File: src/rtl/pipe_ctrl_if.sv
// Pipeline-control bundle: EX/ID hazard inputs and hold/redirect outputs.
// master drives requests and consumes holds; slave is pipe_ctrl.
interface pipe_ctrl_if;
  logic        jump_flag_i;
  logic [31:0] jump_addr_i;
  logic        hold_flag_ex_i;
  logic        hold_flag_clint_i;
  logic        hold_flag_rib_i;
  logic        ld_ex_i;
  logic [4:0]  ex_rd_i;
  logic [4:0]  id_rs1_i;
  logic [4:0]  id_rs2_i;
  logic [2:0]  hold_flag_o;
  logic        bubble_o;
  logic        jump_flag_o;
  logic [31:0] jump_addr_o;
  logic [1:0]  state_o;

  modport master (
    output jump_flag_i, jump_addr_i,
    output hold_flag_ex_i, hold_flag_clint_i,
    output hold_flag_rib_i, ld_ex_i,
    output ex_rd_i, id_rs1_i, id_rs2_i,
    input  hold_flag_o, bubble_o,
    input  jump_flag_o, jump_addr_o, state_o
  );

  modport slave (
    input  jump_flag_i, jump_addr_i,
    input  hold_flag_ex_i, hold_flag_clint_i,
    input  hold_flag_rib_i, ld_ex_i,
    input  ex_rd_i, id_rs1_i, id_rs2_i,
    output hold_flag_o, bubble_o,
    output jump_flag_o, jump_addr_o, state_o
  );
endinterface

File: src/rtl/pipe_ctrl.sv
// Pipeline hold/flush/load-use controller (IDLE/FLUSH/LDSTALL FSM).
// Ports: clk, rst (sync, active-low), bus (pipe_ctrl_if.slave);
// PIPE_CTRL_STAT_EN adds stall_cnt_o / flush_cnt_o saturating counters.
module pipe_ctrl (
  input  logic        clk,
  input  logic        rst,
  pipe_ctrl_if.slave  bus
`ifdef PIPE_CTRL_STAT_EN
  ,
  output logic [31:0] stall_cnt_o,
  output logic [31:0] flush_cnt_o
`endif
);

  typedef enum logic [1:0] {
    IDLE    = 2'd0,
    FLUSH   = 2'd1,
    LDSTALL = 2'd2
  } state_e;

  localparam logic [2:0] HOLD_NONE = 3'd0;
  localparam logic [2:0] HOLD_PC   = 3'd1;
  localparam logic [2:0] HOLD_ID   = 3'd3;

  state_e      state_q, state_d;
  logic        load_use;
  logic        hz_idle;
  logic        code3;
  logic [2:0]  hold_flag;
  logic        bubble;
  logic        jump_flag;
  logic [31:0] jump_addr;

  assign load_use = bus.ld_ex_i
                  & (bus.ex_rd_i != 5'd0)
                  & ((bus.ex_rd_i == bus.id_rs1_i)
                   | (bus.ex_rd_i == bus.id_rs2_i));

  // LDSTALL/FLUSH mask hazard detection
  assign hz_idle = load_use & (state_q == IDLE);

  assign code3 = bus.jump_flag_i
               | (state_q == FLUSH)
               | bus.hold_flag_clint_i
               | bus.hold_flag_ex_i;

  always_ff @(posedge clk) begin
    if (!rst) state_q <= IDLE;
    else      state_q <= state_d;
  end

  always_comb begin
    state_d = IDLE;
    unique case (state_q)
      IDLE: begin
        if (bus.jump_flag_i) state_d = FLUSH;
        else if (bubble)     state_d = LDSTALL;
      end
      FLUSH:   if (bus.jump_flag_i) state_d = FLUSH;
      LDSTALL: if (bus.jump_flag_i) state_d = FLUSH;
      default: state_d = IDLE;
    endcase
  end

  // everything forced quiet while in reset
  always_comb begin
    hold_flag = HOLD_NONE;
    bubble    = 1'b0;
    jump_flag = 1'b0;
    jump_addr = 32'd0;
    if (rst) begin
      jump_flag = bus.jump_flag_i;
      jump_addr = bus.jump_flag_i ? bus.jump_addr_i : 32'd0;
      if (code3)
        hold_flag = HOLD_ID;
      else if (bus.hold_flag_rib_i | hz_idle)
        hold_flag = HOLD_PC;
      bubble = hz_idle & ~code3;
    end
  end

  assign bus.hold_flag_o = hold_flag;
  assign bus.bubble_o    = bubble;
  assign bus.jump_flag_o = jump_flag;
  assign bus.jump_addr_o = jump_addr;
  assign bus.state_o     = rst ? state_q : 2'd0;

`ifdef PIPE_CTRL_STAT_EN
  logic [31:0] stall_cnt_q, flush_cnt_q;

  always_ff @(posedge clk) begin
    if (!rst) begin
      stall_cnt_q <= 32'd0;
      flush_cnt_q <= 32'd0;
    end else begin
      if ((hold_flag != HOLD_NONE) && (stall_cnt_q != '1))
        stall_cnt_q <= stall_cnt_q + 32'd1;
      if (bus.jump_flag_i && (flush_cnt_q != '1))
        flush_cnt_q <= flush_cnt_q + 32'd1;
    end
  end

  assign stall_cnt_o = stall_cnt_q;
  assign flush_cnt_o = flush_cnt_q;
`endif

endmodule

File: src/flat_wrapper.sv
// flat-port wrapper written by rule: the top's interface ports become plain ports
module pipe_ctrl_flat 
  (clk, rst, bus_jump_flag_i, bus_jump_addr_i, bus_hold_flag_ex_i, bus_hold_flag_clint_i, bus_hold_flag_rib_i, bus_ld_ex_i, bus_ex_rd_i, bus_id_rs1_i, bus_id_rs2_i, bus_hold_flag_o, bus_bubble_o, bus_jump_flag_o, bus_jump_addr_o, bus_state_o);
  pipe_ctrl_if bus_i ();
  input  logic clk;
  input  logic rst;
  input wire logic [$bits(bus_i.jump_flag_i)-1:0] bus_jump_flag_i;
  input wire logic [$bits(bus_i.jump_addr_i)-1:0] bus_jump_addr_i;
  input wire logic [$bits(bus_i.hold_flag_ex_i)-1:0] bus_hold_flag_ex_i;
  input wire logic [$bits(bus_i.hold_flag_clint_i)-1:0] bus_hold_flag_clint_i;
  input wire logic [$bits(bus_i.hold_flag_rib_i)-1:0] bus_hold_flag_rib_i;
  input wire logic [$bits(bus_i.ld_ex_i)-1:0] bus_ld_ex_i;
  input wire logic [$bits(bus_i.ex_rd_i)-1:0] bus_ex_rd_i;
  input wire logic [$bits(bus_i.id_rs1_i)-1:0] bus_id_rs1_i;
  input wire logic [$bits(bus_i.id_rs2_i)-1:0] bus_id_rs2_i;
  output wire logic [$bits(bus_i.hold_flag_o)-1:0] bus_hold_flag_o;
  output wire logic [$bits(bus_i.bubble_o)-1:0] bus_bubble_o;
  output wire logic [$bits(bus_i.jump_flag_o)-1:0] bus_jump_flag_o;
  output wire logic [$bits(bus_i.jump_addr_o)-1:0] bus_jump_addr_o;
  output wire logic [$bits(bus_i.state_o)-1:0] bus_state_o;
  assign bus_i.jump_flag_i = bus_jump_flag_i;
  assign bus_i.jump_addr_i = bus_jump_addr_i;
  assign bus_i.hold_flag_ex_i = bus_hold_flag_ex_i;
  assign bus_i.hold_flag_clint_i = bus_hold_flag_clint_i;
  assign bus_i.hold_flag_rib_i = bus_hold_flag_rib_i;
  assign bus_i.ld_ex_i = bus_ld_ex_i;
  assign bus_i.ex_rd_i = bus_ex_rd_i;
  assign bus_i.id_rs1_i = bus_id_rs1_i;
  assign bus_i.id_rs2_i = bus_id_rs2_i;
  assign bus_hold_flag_o = bus_i.hold_flag_o;
  assign bus_bubble_o = bus_i.bubble_o;
  assign bus_jump_flag_o = bus_i.jump_flag_o;
  assign bus_jump_addr_o = bus_i.jump_addr_o;
  assign bus_state_o = bus_i.state_o;
  pipe_ctrl u_core (.clk(clk), .rst(rst), .bus(bus_i));
endmodule
File: config.mk
export PLATFORM = sky130hd
export DESIGN_NAME = pipe_ctrl_flat
export DESIGN_NICKNAME = d
export VERILOG_FILES = /design/src/rtl/pipe_ctrl_if.sv /design/src/rtl/pipe_ctrl.sv /design/src/flat_wrapper.sv
export SDC_FILE = /design/constraint.sdc
export NUM_CORES = 1
export LEC_CHECK = 0
export ABC_CLOCK_PERIOD_IN_PS = 1500
export BUFFER_PORTS_ARGS = -buffer_cell sky130_fd_sc_hd__buf_2
export CAP_MARGIN = 10
export CORE_MARGIN = 3
export CORE_UTILIZATION = 25
export DETAILED_ROUTE_END_ITERATION = 16
export PLACE_DENSITY = 0.83
export SYNTH_ARGS = -nofsm -noshare
export SYNTH_HDL_FRONTEND = slang
export SYNTH_SLANG_ARGS = --single-unit
File: constraint.sdc
create_clock -name clk -period 1.5 [get_ports clk]
set_clock_uncertainty 0.15 [all_clocks]
set_input_delay 0.075 -clock clk [delete_from_list [all_inputs] [get_ports clk]]
set_output_delay 0.075 -clock clk [all_outputs]
set_load 0.1 [all_outputs]
# Word level (Yosys, flattened, before mapping)
# Cells that the tools add are included.
[word_totals]
wordCells = 30
out_inout_bits = 39
ff_bits = 2
[op_classes]
bitwise_logic = 10
mux = 12
n_reduce_logical = 3
n_eq_ne = 4
[op_table]
columns = ["operator", "count"]
rows = [
  ["two-way mux 32 bit", 2],
  ["equality test 5 bit", 2],
  ["two-way mux 2 bit", 3],
  ["two-way mux 3 bit", 2],
  ["OR 1 bit", 5],
  ["nonzero test 5 bit", 1],
  ["AND 1 bit", 4],
  ["two-way mux 1 bit", 4],
  ["one-hot mux 2 bit (2 select lines)", 1],
  ["equality test 2 x 1 -> 1 bit, second input constant", 1],
  ["equality test 2 bit, second input constant", 1],
  ["logical NOT 2 bit", 1],
  ["OR reduction 2 bit", 1],
  ["NOT 1 bit", 1],
]

# Depth between registers and ports, before layout
# Gate-level depths: netlist (run 1).
[depth]
ltp_word = 10
depth_mapped = 5
ltp_nobuf = 5

# Least setup slack after synthesis (run 1)
# No wires, ideal clock.
[synth_path]
kind = "reg-to-output"
start = "register u_core.state_q[1]"
end = "output bus_bubble_o"
path_stages_with_launch = 5
n_path_buf = 0
setup_slack_ns = -1.834
required_ns = 1.275
t_arrival_ns = 3.109
cell_sequence = "dfxtp_1 > inv_1 > ha_1 > or4_4 > nor3_1"
[synth_via]
elab_chain_cells = 7
[synth_lines]
columns = ["item", "line_no", "rtl"]
rows = [
  ["start: declaration", "pipe_ctrl.sv:25", "state_e state_q, state_d;"],
  ["start signal: assignment", "pipe_ctrl.sv:49", "else state_q <= state_d;"],
  ["equality test 2 x 1 -> 1 bit", "pipe_ctrl.sv:43", "| (state_q == FLUSH)"],
  ["OR 1 bit", "pipe_ctrl.sv:43", ""],
  ["OR 1 bit", "pipe_ctrl.sv:44", "| bus.hold_flag_clint_i"],
  ["OR 1 bit", "pipe_ctrl.sv:45", "| bus.hold_flag_ex_i;"],
  ["NOT 1 bit", "pipe_ctrl.sv:78", "bubble = hz_idle & ~code3;"],
  ["AND 1 bit *", "pipe_ctrl.sv:78", ""],
  ["two-way mux 1 bit *", "pipe_ctrl.sv:71", "if (rst) begin"],
  ["end: declaration", "flat_wrapper.sv:17", "output wire logic [$bits(bus_i.bubble_o)-1:0] bus_bubble_o;"],
]
# Every way passes the cells marked *; elsewhere a longest branch is shown, timed or not.

# Worst setup path after layout (run 1)
# Ends and elaborated chain as after synthesis.

==> results of run 1 <==
[kinds of logic (layout without fill, tap and decap cells)]
logic type,after synthesis,in the layout
compound gates,5,5
other cells,1,1
xor+xnor,10,10
flops,2,2
fa+ha+maj,3,3
buf+inv,10,110
simple gates,47,47
[layout make-up]
type	instances	area, sq um
timing repair buffer	105	1140
multi-input combinational	66	538
fill	104	240
sequential	2	41.3
tap	27	33.8
clock buffer	3	22.5
inverter	2	7.51
[worst max-delay path: cells and delay by family (launching register included)]
kind	cells	cell delay [ps]
flip-flops	1	330
adder cells (fa/ha/maj)	1	140
AND/OR/NAND/NOR	2	570
buffers and inverters	3	390
[placed cells by master, fill, tap and decap left out]
master / netlist / final
xor2_1: 10 / 10
a22oi_1: 1 / 1
conb_1: 1 / 1
dfxtp_2: 0 / 1
ha_1: 3 / 1
o21ai_0: 2 / 1
o21ai_1: 1 / 1
nand2_1: 1 / 1
nor4_2: 1 / 1
nor3_1: 3 / 2
inv_1: 2 / 1
buf_12: 0 / 38
clkbuf_4: 0 / 3
buf_4: 1 / 12
or4_4: 2 / 2
nor2_1: 4 / 4
inv_2: 0 / 1
o21ai_4: 0 / 1
ha_4: 0 / 1
dfxtp_1: 2 / 1
and2_1: 4 / 2
buf_2: 0 / 53
and2_2: 0 / 1
buf_6: 0 / 2
and3_1: 32 / 12
o2111ai_4: 1 / 1
ha_2: 0 / 1
nor3_4: 0 / 1
and2_4: 0 / 1
and3_2: 0 / 20
[metal layers]
| metal | share of wire, % | vias to the layer above | track usage [%] |
|---|---|---|---|
| li1 | - | 474 | - |
| met3 | 7.6 | 8 | 6.76 |
| met1 | 29 | 466 | 19.3 |
| met4 | 3.0 | 0 | 7.66 |
| met2 | 60 | 54 | 58.9 |
| met5 | 0 | - | 0 |
[final timing paths]
check / start / to / slack, ps / cells after the start
setup / recovery: u_core.state_q[1] / bus_bubble_o / -380 / 6
hold / removal: rst / u_core.state_q[1] / 120 / 4
setup reg to reg: u_core.state_q[1] / u_core.state_q[1] / -210 / 6
hold reg to reg: u_core.state_q[1] / u_core.state_q[0] / 520 / 3
[metrics by stage]
| stage | instance area, sq um | std cells | hold WS (ps) | power (mW) |
|---|---|---|---|---|
| after floorplan | 617 | 78 | 88.8 | 0.464 |
| after global placement | 1710 | 201 | 318 | 0.733 |
| after detailed placement | 1710 | 201 | 341 | 0.753 |
| after CTS | 1780 | 205 | 132 | 0.897 |
| after global routing | 1780 | 205 | 140 | 0.925 |
| final | 1780 | 205 | 122 | 0.901 |
[timing repair]
action / CTS / global route
pin swaps: 1 / 1
endpoints found under the hold margin: 0 / 0
endpoints found under the setup margin: 4 / 4
resized for setup: 13 / 0
buffers inserted: 1 / 0
hold buffers: 0 / 0
[power groups by stage]
stage	registers, mW	logic [mW]	clock network (mW)
after floorplan	0.0580	0.406	0
final	0.0570	0.717	0.127
after CTS	0.0570	0.716	0.125
after global routing	0.0571	0.741	0.127
after global placement	0.0575	0.676	0
after detailed placement	0.0577	0.695	0
==> summary.md, run 1 <==
| Metric | Value |
|---|---|
| LEAKAGE | `slightly above 0.9 nW` |
| Synth cell types | `18` |
| Fin nets | `237` |
| Sequential share of the synthesized area | `between 7 and 8%` |
| Syn Nets | `135` |
| Pint | `0.415 mW` |
| Std cell rows | `16` |
| DRC Markers | `0` |
| Syn Area/Cell | `7.09 sq um` |
| Status | `finished with violations` |
| TritonCTS Buffers | `3` |
| 1st-pass router iterations | `4` |
| WP data arrival | `1660 ps` |
| DIE WIDTH | `53.0 um` |
| H-tree Lvls | `1` |
| Maximum fanout along the worst path | `3` |
| Post-Route Setup TNS | `-1300 ps` |
| Failing checks | `negative setup slack` |
| Clock Path Buffers | `2` |
| CP startpoint kind | `register` |
| Worst stage delay on the critical path | `between 400 and 500 ps` |
| Final Worst Setup Slack | `-384 ps` |
| YS warnings | `0` |
| Post-route ant nets | `0` |
| DP HPWL | `2820 um` |
| Dpl ws | `-276 ps` |
| Layout cell share with drive strength beyond 1 | `between 70% and 80%` |
| Setup violators final | `4` |
| Final number of hold-violating endpoints | `0` |
| Worst Hold Class | `in -> reg` |
| Util after Layout | `between 80% and 90%` |
| Area growth syn-to-layout | `222%` |
| Clock transition at path regs | `roughly 30 ps` |
| Wire per inst | `approximately 18 um` |
| Final Cycle Share | `126%` |
| Crit-path slowest cell | `or4_4` |
| Fmax | `531 MHz` |
| Largest Register | `u_core.state_q` |
| First-pass GRT wire length | `approximately 5100 um` |
| Core region area | `~2000 sq um` |
| Starting DRT DRC Count | `11` |
| Final Wtd Congestion | `between 0.6 and 0.7` |
| Max Cap Viol | `0` |
| Yosys reg bits | `2` |
| Mapped Cells | `around 80` |
| XOR/XNOR share of the synthesized area | `about 16%` |
| Vias | `1002` |
| Main combinational cell family by area after synthesis | `simple AND/OR/NAND/NOR gates` |
| Synth Area in Simple Gates | `between 50 and 60%` |
| Vias/cell | `a little under 5` |
| Grt total ovfl | `0` |
| Min Tclk post-route | `about 1900 ps` |
| Die Ht | `around 53 um` |
| Switching power | `between 0.4 and 0.5 mW` |
| Max VDD drop | `around 0.4 mV` |
| Mux share of post-synthesis cell area | `0%` |
| Clock power share | `between 10% and 20%` |
| Unrepaired setup endpoints after global routing | `yes` |
| Post-synth ARST share | `0%` |
| EDFF count, synth | `0` |
| Power share of the combinational group | `approximately 80%` |
| Initial antenna violation count | `0` |
| Initial Utilization | `roughly 27%` |
| Cell with the most instances after synthesis | `and3_1` |
| Largest area contributor in the netlist | `and3_1` |
| Commonest cells post-synth | `and3_1, xor2_1, clkbuf_1, and2_1, nor2_1` |
| Root buffer selected by CTS | `clkbuf_4` |
| Req. time, crit path | `between 1000 and 1500 ps` |
| Clk sinks | `2` |
| PwrDens | `between 500 and 600 nW/um^2` |
| Full die area | `~2800 sq um` |
| Net Sw Frac | `between 50% and 60%` |
| Crit. End Element | `output pin` |
| Ranking of synthesized cells by area | `and3_1, xor2_1, dfxtp_1` |
| Yosys top cell area share | `36.2%` |
| Total GRT Usage | `around a quarter` |
| Setup CP Type | `reg -> out` |
| Flop pwr share | `about 6.3%` |
| CTS tree | `yes` |
| Top Ports | `93` |
| Wirelength, routed | `roughly 3600 um` |
| Max FFs per register | `2` |
| Top FF cell, synth | `dfxtp_1` |
| Biggest regs | `u_core.state_q (2)` |
| Clk_lat worst skew | `230 ps` |
| Vias in the first global route | `between 1k and 1.5k` |
| Largest net degree at the start of global routing | `36` |
| I/O Buffers | `91` |
| Final Max Slew Viols | `0` |
| N_diodes | `0` |
| Post-Synth Adder-Cell Area | `between 6 and 7%` |
| Synth Area in Compound Gates | `between 8 and 9%` |
| CP Cell Sequence | `inv_2 > ha_4 > or4_4 > buf_6 > nor3_4 > buf_12` |
| Mapped Area | `about 550 sq um` |
No activity file was read; power rests on OpenSTA's default activity.
==> inputs of run 2 (changes only) <==
--- a/config.mk
+++ b/config.mk
@@ -8,7 +8,7 @@
 export ABC_CLOCK_PERIOD_IN_PS = 1500
 export BUFFER_PORTS_ARGS = -buffer_cell sky130_fd_sc_hd__buf_2
 export CAP_MARGIN = 10
-export CORE_MARGIN = 3
+export CORE_MARGIN = 5
 export CORE_UTILIZATION = 25
 export DETAILED_ROUTE_END_ITERATION = 16
 export PLACE_DENSITY = 0.83
==> run 2 against run 1 <==
Net effect:
- the flow still finishes with violations (negative setup slack)
- count of clock-buffer cells in the layout unchanged
- critical path depth up 1
- largest cell class unchanged
- non-clock buffer count up 1
- worst setup slack worse by 55 ps
- worst hold slack better by 50 ps
- clock power down 5%
- fmax down 2.9%
- sequential share of layout area about the same
- register-to-register slack worse by 20 ps
- cell area up 2.2%
- largest power group unchanged
==> summary.md, run 2 (synthesized netlist as in run 1, its figures left out) <==
| Metric | Value |
|---|---|
| Setup violators final | `4` |
| Top Ports | `93` |
| Vias/cell | `5.00` |
| CP bufs+invs | `3` |
| Largest Register | `u_core.state_q` |
| I/O Buffers | `91` |
| Post-route ant nets | `0` |
| TritonCTS Buffers | `3` |
| CP startpoint kind | `register` |
| H-tree Lvls | `1` |
| Max VDD drop | `just over 0.3 mV` |
| Min Tclk post-route | `between 1500 and 2000 ps` |
| Full die area | `3250 sq um` |
| Core region area | `about 2200 sq um` |
| Reg2reg start | `u_core.state_q[1]` |
| Die Ht | `57.0 um` |
| Power share of the combinational group | `about 81%` |
| Maximum fanout along the worst path | `3` |
| Final number of hold-violating endpoints | `0` |
| Std cell rows | `17` |
| Most frequent cells in the layout | `buf_2, buf_12, and3_2` |
| Max FFs per register | `2` |
| Area growth syn-to-layout | `229%` |
| Crit. End Element | `output pin` |
| Clk_lat worst skew | `between 200 and 250 ps` |
| Starting DRT DRC Count | `18` |
| Wirelength, routed | `between 4000 and 5000 um` |
| Initial antenna violation count | `0` |
| Clock Path Buffers | `2` |
| Grt total ovfl | `0` |
| Initial Utilization | `approximately a quarter` |
| Layout cell share with drive strength beyond 1 | `just under 80%` |
| Final Max Slew Viols | `0` |
| LEAKAGE | `0.944 nW` |
| Post-Route Setup TNS | `-1470 ps` |
| Setup CP Type | `reg -> out` |
| CP Launch Point | `u_core.state_q[1]` |
| Worst stage delay on the critical path | `approximately 450 ps` |
| Final Wtd Congestion | `between 0.7 and 0.8` |
| Switching power | `approximately 0.50 mW` |
| Fmax | `slightly above 500 MHz` |
| Biggest regs | `u_core.state_q (2)` |
| Worst Hold Margin | `~170 ps` |
| PwrDens | `503 nW/um^2` |
| Vias | `1036` |
| Fin nets | `238` |
| Power Total | `0.916 mW` |
| Total GRT Usage | `about a quarter` |
| Unrepaired setup endpoints after global routing | `yes` |
| CTS tree | `yes` |
| CP Cell Sequence | `inv_2 > ha_4 > or4_4 > o21ai_2 > buf_4 > o21ai_4 > buf_12` |
| DP HPWL | `about 2900 um` |
| Final Cycle Share | `129%` |
| Delay-heaviest family, CP | `simple AND/OR/NAND/NOR gates` |
| Fillers | `between 100 and 150` |
| Clk sinks | `2` |
| Worst Hold Class | `in -> reg` |
| WP data arrival | `around 1700 ps` |
| Wire per inst | `between 15 and 20 um` |
| Net Sw Frac | `between 50 and 60%` |
| Most common cell after layout, fill and taps aside | `buf_2` |
| DIE WIDTH | `57.0 um` |
| Crit-path slowest cell | `or4_4` |
| Max Cap Viol | `0` |
| Vias in the first global route | `between 1k and 1.5k` |
| Flop pwr share | `6.2%` |
| Req. time, crit path | `1270 ps` |
| Clock transition at path regs | `30 ps` |
| R2R Setup Slk | `-230 ps` |
| Hold Crit Start | `bus_hold_flag_clint_i` |
| Root buffer selected by CTS | `clkbuf_4` |
| N_diodes | `0` |
| Pint | `between 0.4 and 0.5 mW` |
| Failing checks | `negative setup slack` |
| Clock power share | `about an eighth` |
| Largest net degree at the start of global routing | `35` |
| Final Worst Setup Slack | `-439 ps` |
| 1st-pass router iterations | `4` |
| First-pass GRT wire length | `between 6000 and 7000 um` |
| DRC Markers | `0` |
| Status | `finished with violations` |
| CTS Hold Bufs | `0` |
## run 2: changes by cell type in the layout (fill, tap and decap cells not counted)
cell     before  now
nor4_2        1    0
ha_2          1    0
ha_4          1    2
buf_4        12   11
o21ai_2       0    1
o21ai_1       1    0
buf_6         2    4
nor4_4        0    1
## run 2: what timing repair did
item / in CTS / in global routing
gates resized for setup: 17 / 2
buffers inserted: 1 / 2
pin swaps: 2 / 1
hold endpoints to repair: 0 / 0
cloned: 0 / 0
setup endpoints to repair: 4 / 4
## run 2: per-layer routing
layer | up-vias | GRT usage, % | wire length (um)
met2 | 80 | 48.0 | 2120
met3 | 8 | 8.82 | 451
met5 | - | 0 | 0
met4 | 0 | 9.60 | 80
li1 | 477 | - | -
met1 | 471 | 26.8 | 1420
## run 2: worst reg2reg max path, stage by stage, from the launching register on
cell and delay (ps):
dfxtp_2 320, inv_2 50, ha_4 150, or4_4 450, buf_6 140, buf_6 110
nor4_4 260
## run 2: cell type report
class                   count  area (sq um)  share of cell area, %
inverters                   2          7.51                  0.412
repair buffers            106          1150                   63.4
multi-input cells          66           561                   30.8
flip-flops and latches      2          41.3                   2.27
clock buffers               3          22.5                   1.24
well taps                  28          35.0                   1.92
## run 2: worst paths after layout
kind | endpoint | depth (start not counted)
worst min-delay path | u_core.state_q[1] | 5
worst max-delay path | bus_hold_flag_o[0] | 7
worst min register to register | u_core.state_q[0] | 3
worst max register to register | u_core.state_q[1] | 6
## run 2: stage by stage
stage               setup WS [ps]  area, sq um  instances  util, %
finish                       -439         1820        207     83.9
global route                 -500         1820        207     83.9
CTS                          -412         1810        206     83.4
detailed placement           -305         1710        202     78.9
global placement             -261         1710        202     78.9
floorplan                    -479          617         78        -
## run 2: power by group through the flow
stage / Combinational [mW] / Clock (mW) / Sequential (mW)
floorplan: 0.406 / 0 / 0.0580
global placement: 0.678 / 0 / 0.0575
detailed placement: 0.694 / 0 / 0.0577
CTS: 0.721 / 0.128 / 0.0570
global route: 0.762 / 0.138 / 0.0573
finish: 0.738 / 0.121 / 0.0571
==> inputs of run 3 (changes only) <==
--- a/config.mk
+++ b/config.mk
@@ -5,13 +5,12 @@
 export SDC_FILE = /design/constraint.sdc
 export NUM_CORES = 1
 export LEC_CHECK = 0
-export ABC_CLOCK_PERIOD_IN_PS = 1500
+export ABC_CLOCK_PERIOD_IN_PS = 1950
 export BUFFER_PORTS_ARGS = -buffer_cell sky130_fd_sc_hd__buf_2
-export CAP_MARGIN = 10
 export CORE_MARGIN = 5
-export CORE_UTILIZATION = 25
+export CORE_UTILIZATION = 27
 export DETAILED_ROUTE_END_ITERATION = 16
-export PLACE_DENSITY = 0.83
+export PLACE_DENSITY = 0.85
 export SYNTH_ARGS = -nofsm -noshare
 export SYNTH_HDL_FRONTEND = slang
 export SYNTH_SLANG_ARGS = --single-unit
==> constraint.sdc (replaced) <==
create_clock -name clk -period 1.95 [get_ports clk]
set_clock_uncertainty 0.15 [all_clocks]
set_input_delay 0.0975 -clock clk [delete_from_list [all_inputs] [get_ports clk]]
set_output_delay 0.0975 -clock clk [all_outputs]
set_load 0.1 [all_outputs]
==> run 3 against run 2 <==
Net effect:
- the flow now finishes without violations
- count of clock-buffer cells in the layout is the same
- clock power down 24%
- via count fell by 12%
- critical path depth decreased by 1
- sequential power down 22%
- final cell count fell by 4.8%
- sequential cell count stayed put
- largest cell class unchanged
- largest power group unchanged
==> summary.md, run 3 (synthesized netlist as in run 1, its figures left out) <==
| Metric | Value |
|---|---|
| Status | `completed` |
| Worst Hold Class | `in -> reg` |
| DRC Markers | `0` |
| TritonCTS Buffers | `3` |
| First-pass GRT wire length | `4130 um` |
| Crit. End Element | `output pin` |
| H-tree Lvls | `1` |
| Worst Hold Margin | `about 93 ps` |
| N_diodes | `0` |
| Core region area | `1960 sq um` |
| Final number of hold-violating endpoints | `0` |
| Root buffer selected by CTS | `clkbuf_4` |
| Final Wtd Congestion | `about 0.95` |
| Initial Utilization | `approximately 28%` |
| CTS tree | `yes` |
| Layout cell share with drive strength beyond 1 | `64.7%` |
| Vias in the first global route | `around 910` |
| Clk sinks | `2` |
| Most frequent cells in the layout | `buf_2, and3_1, xor2_1` |
| Starting DRT DRC Count | `8` |
| DIE WIDTH | `roughly 55 um` |
| Vias/cell | `about 4.6` |
| CP bufs+invs | `3` |
| R2r worst-path depth | `5` |
| Worst stage delay on the critical path | `about 430 ps` |
| Max VDD drop | `roughly 0.28 mV` |
| I/O Buffers | `slightly above 90` |
| Std cell rows | `16` |
| Top Ports | `just over 90` |
| LEAKAGE | `a little under 0.8 nW` |
| Wirelength, routed | `around 2600 um` |
| Clk_lat worst skew | `220 ps` |
| Fin nets | `about 230` |
| Max Cap Viol | `0` |
| Largest Register | `u_core.state_q` |
| Full die area | `3050 sq um` |
| Most common cell after layout, fill and taps aside | `buf_2` |
| Die Ht | `around 55 um` |
| WP data arrival | `between 1500 and 2000 ps` |
| Wire per inst | `13.0 um` |
| Biggest regs | `u_core.state_q (2)` |
| Clock Path Buffers | `2` |
| Crit-path slowest cell | `or4_4` |
| Max FFs per register | `2` |
| CP startpoint kind | `register` |
| PwrDens | `between 400 and 500 nW/um^2` |
| Setup violators final | `0` |
| Vias | `914` |
| Worst hold path depth | `3` |
| Clock transition at path regs | `30 ps` |
| Fmax | `525 MHz` |
| Final Max Slew Viols | `0` |
| Slew @ Worst Pin | `approximately 530 ps` |
| Area growth syn-to-layout | `105%` |
| DP HPWL | `~2100 um` |
| Critical Path Stages | `6` |
| Largest net degree at the start of global routing | `35` |
| Initial antenna violation count | `0` |
| 1st-pass router iterations | `3` |
| Req. time, crit path | `~1700 ps` |
| Slew margin rel. | `~64%` |
| Maximum fanout along the worst path | `4` |
| CP Cell Sequence | `inv_2 > ha_4 > or4_4 > buf_6 > nor3_4 > buf_12` |
| Delay-heaviest family, CP | `simple AND/OR/NAND/NOR gates` |
| Min Tclk post-route | `approximately 1900 ps` |
| Total GRT Usage | `between 10% and 20%` |
| Post-route ant nets | `0` |
| Final Cycle Share | `97.6%` |
| Grt total ovfl | `0` |
| Post-Route Setup TNS | `0 ps` |
| Unrepaired setup endpoints after global routing | `yes` |
| Setup CP Type | `reg -> out` |
[run 3: worst register-to-register path, delay by kind of cell (launching register included)]
kind,cells,cell delay (ps)
adders and majority gates,1,150
buffers and inverters,2,200
DFF,1,320
and+or+nand+nor,2,660
[run 3: where the power goes]
group / switching, mW / internal, mW
Combinational: 0.310 / 0.0968
Sequential: 0.00205 / 0.0428
Clock: 0.0235 / 0.0679
Total: 0.336 / 0.208
[run 3: final timing paths]
kind | end | from | slack (ps)
max | bus_bubble_o | u_core.state_q[1] | 50
min | u_core.state_q[1] | bus_ld_ex_i | 90
max reg2reg | u_core.state_q[1] | u_core.state_q[1] | 360
min reg2reg | u_core.state_q[0] | u_core.state_q[0] | 510
[run 3: cell type report]
class                   count  area [sq um]
multi-input cells          66           499
repair buffers             97           526
fillers                   199           831
well taps                  27          33.8
clock buffers               3          22.5
flip-flops and latches      2          42.5
inverters                   2          7.51
[run 3: stage by stage]
stage | setup WS (ps) | utilization (%) | power, mW | cell area [sq um] | std cells
final | 46.9 | 57.7 | 0.544 | 1130 | 197
after global routing | -10.2 | 57.7 | 0.570 | 1130 | 197
after CTS | -3.79 | 57.7 | 0.551 | 1130 | 197
after detailed placement | 29.9 | 54.1 | 0.447 | 1060 | 191
after global placement | 61.0 | 54.1 | 0.441 | 1060 | 191
after floorplan | -135 | - | 0.350 | 568 | 78
[run 3: per-layer routing]
metal  GRT usage (%)  vias to the layer above  wire length, um
li1                -                      457                -
met1            16.1                      401              937
met2            29.7                       54             1310
met3            5.59                        2              295
met4            5.21                        0               18
met5               0                        -                0
[run 3: what timing repair did]
item                                    CTS  global route
pin swaps                                 2             1
endpoints found under the setup margin    3             2
hold endpoints to repair                  0             0
buffers inserted                          3             0
gates resized for setup                   8             1
gates cloned                              0             0
hold buffers                              0             0
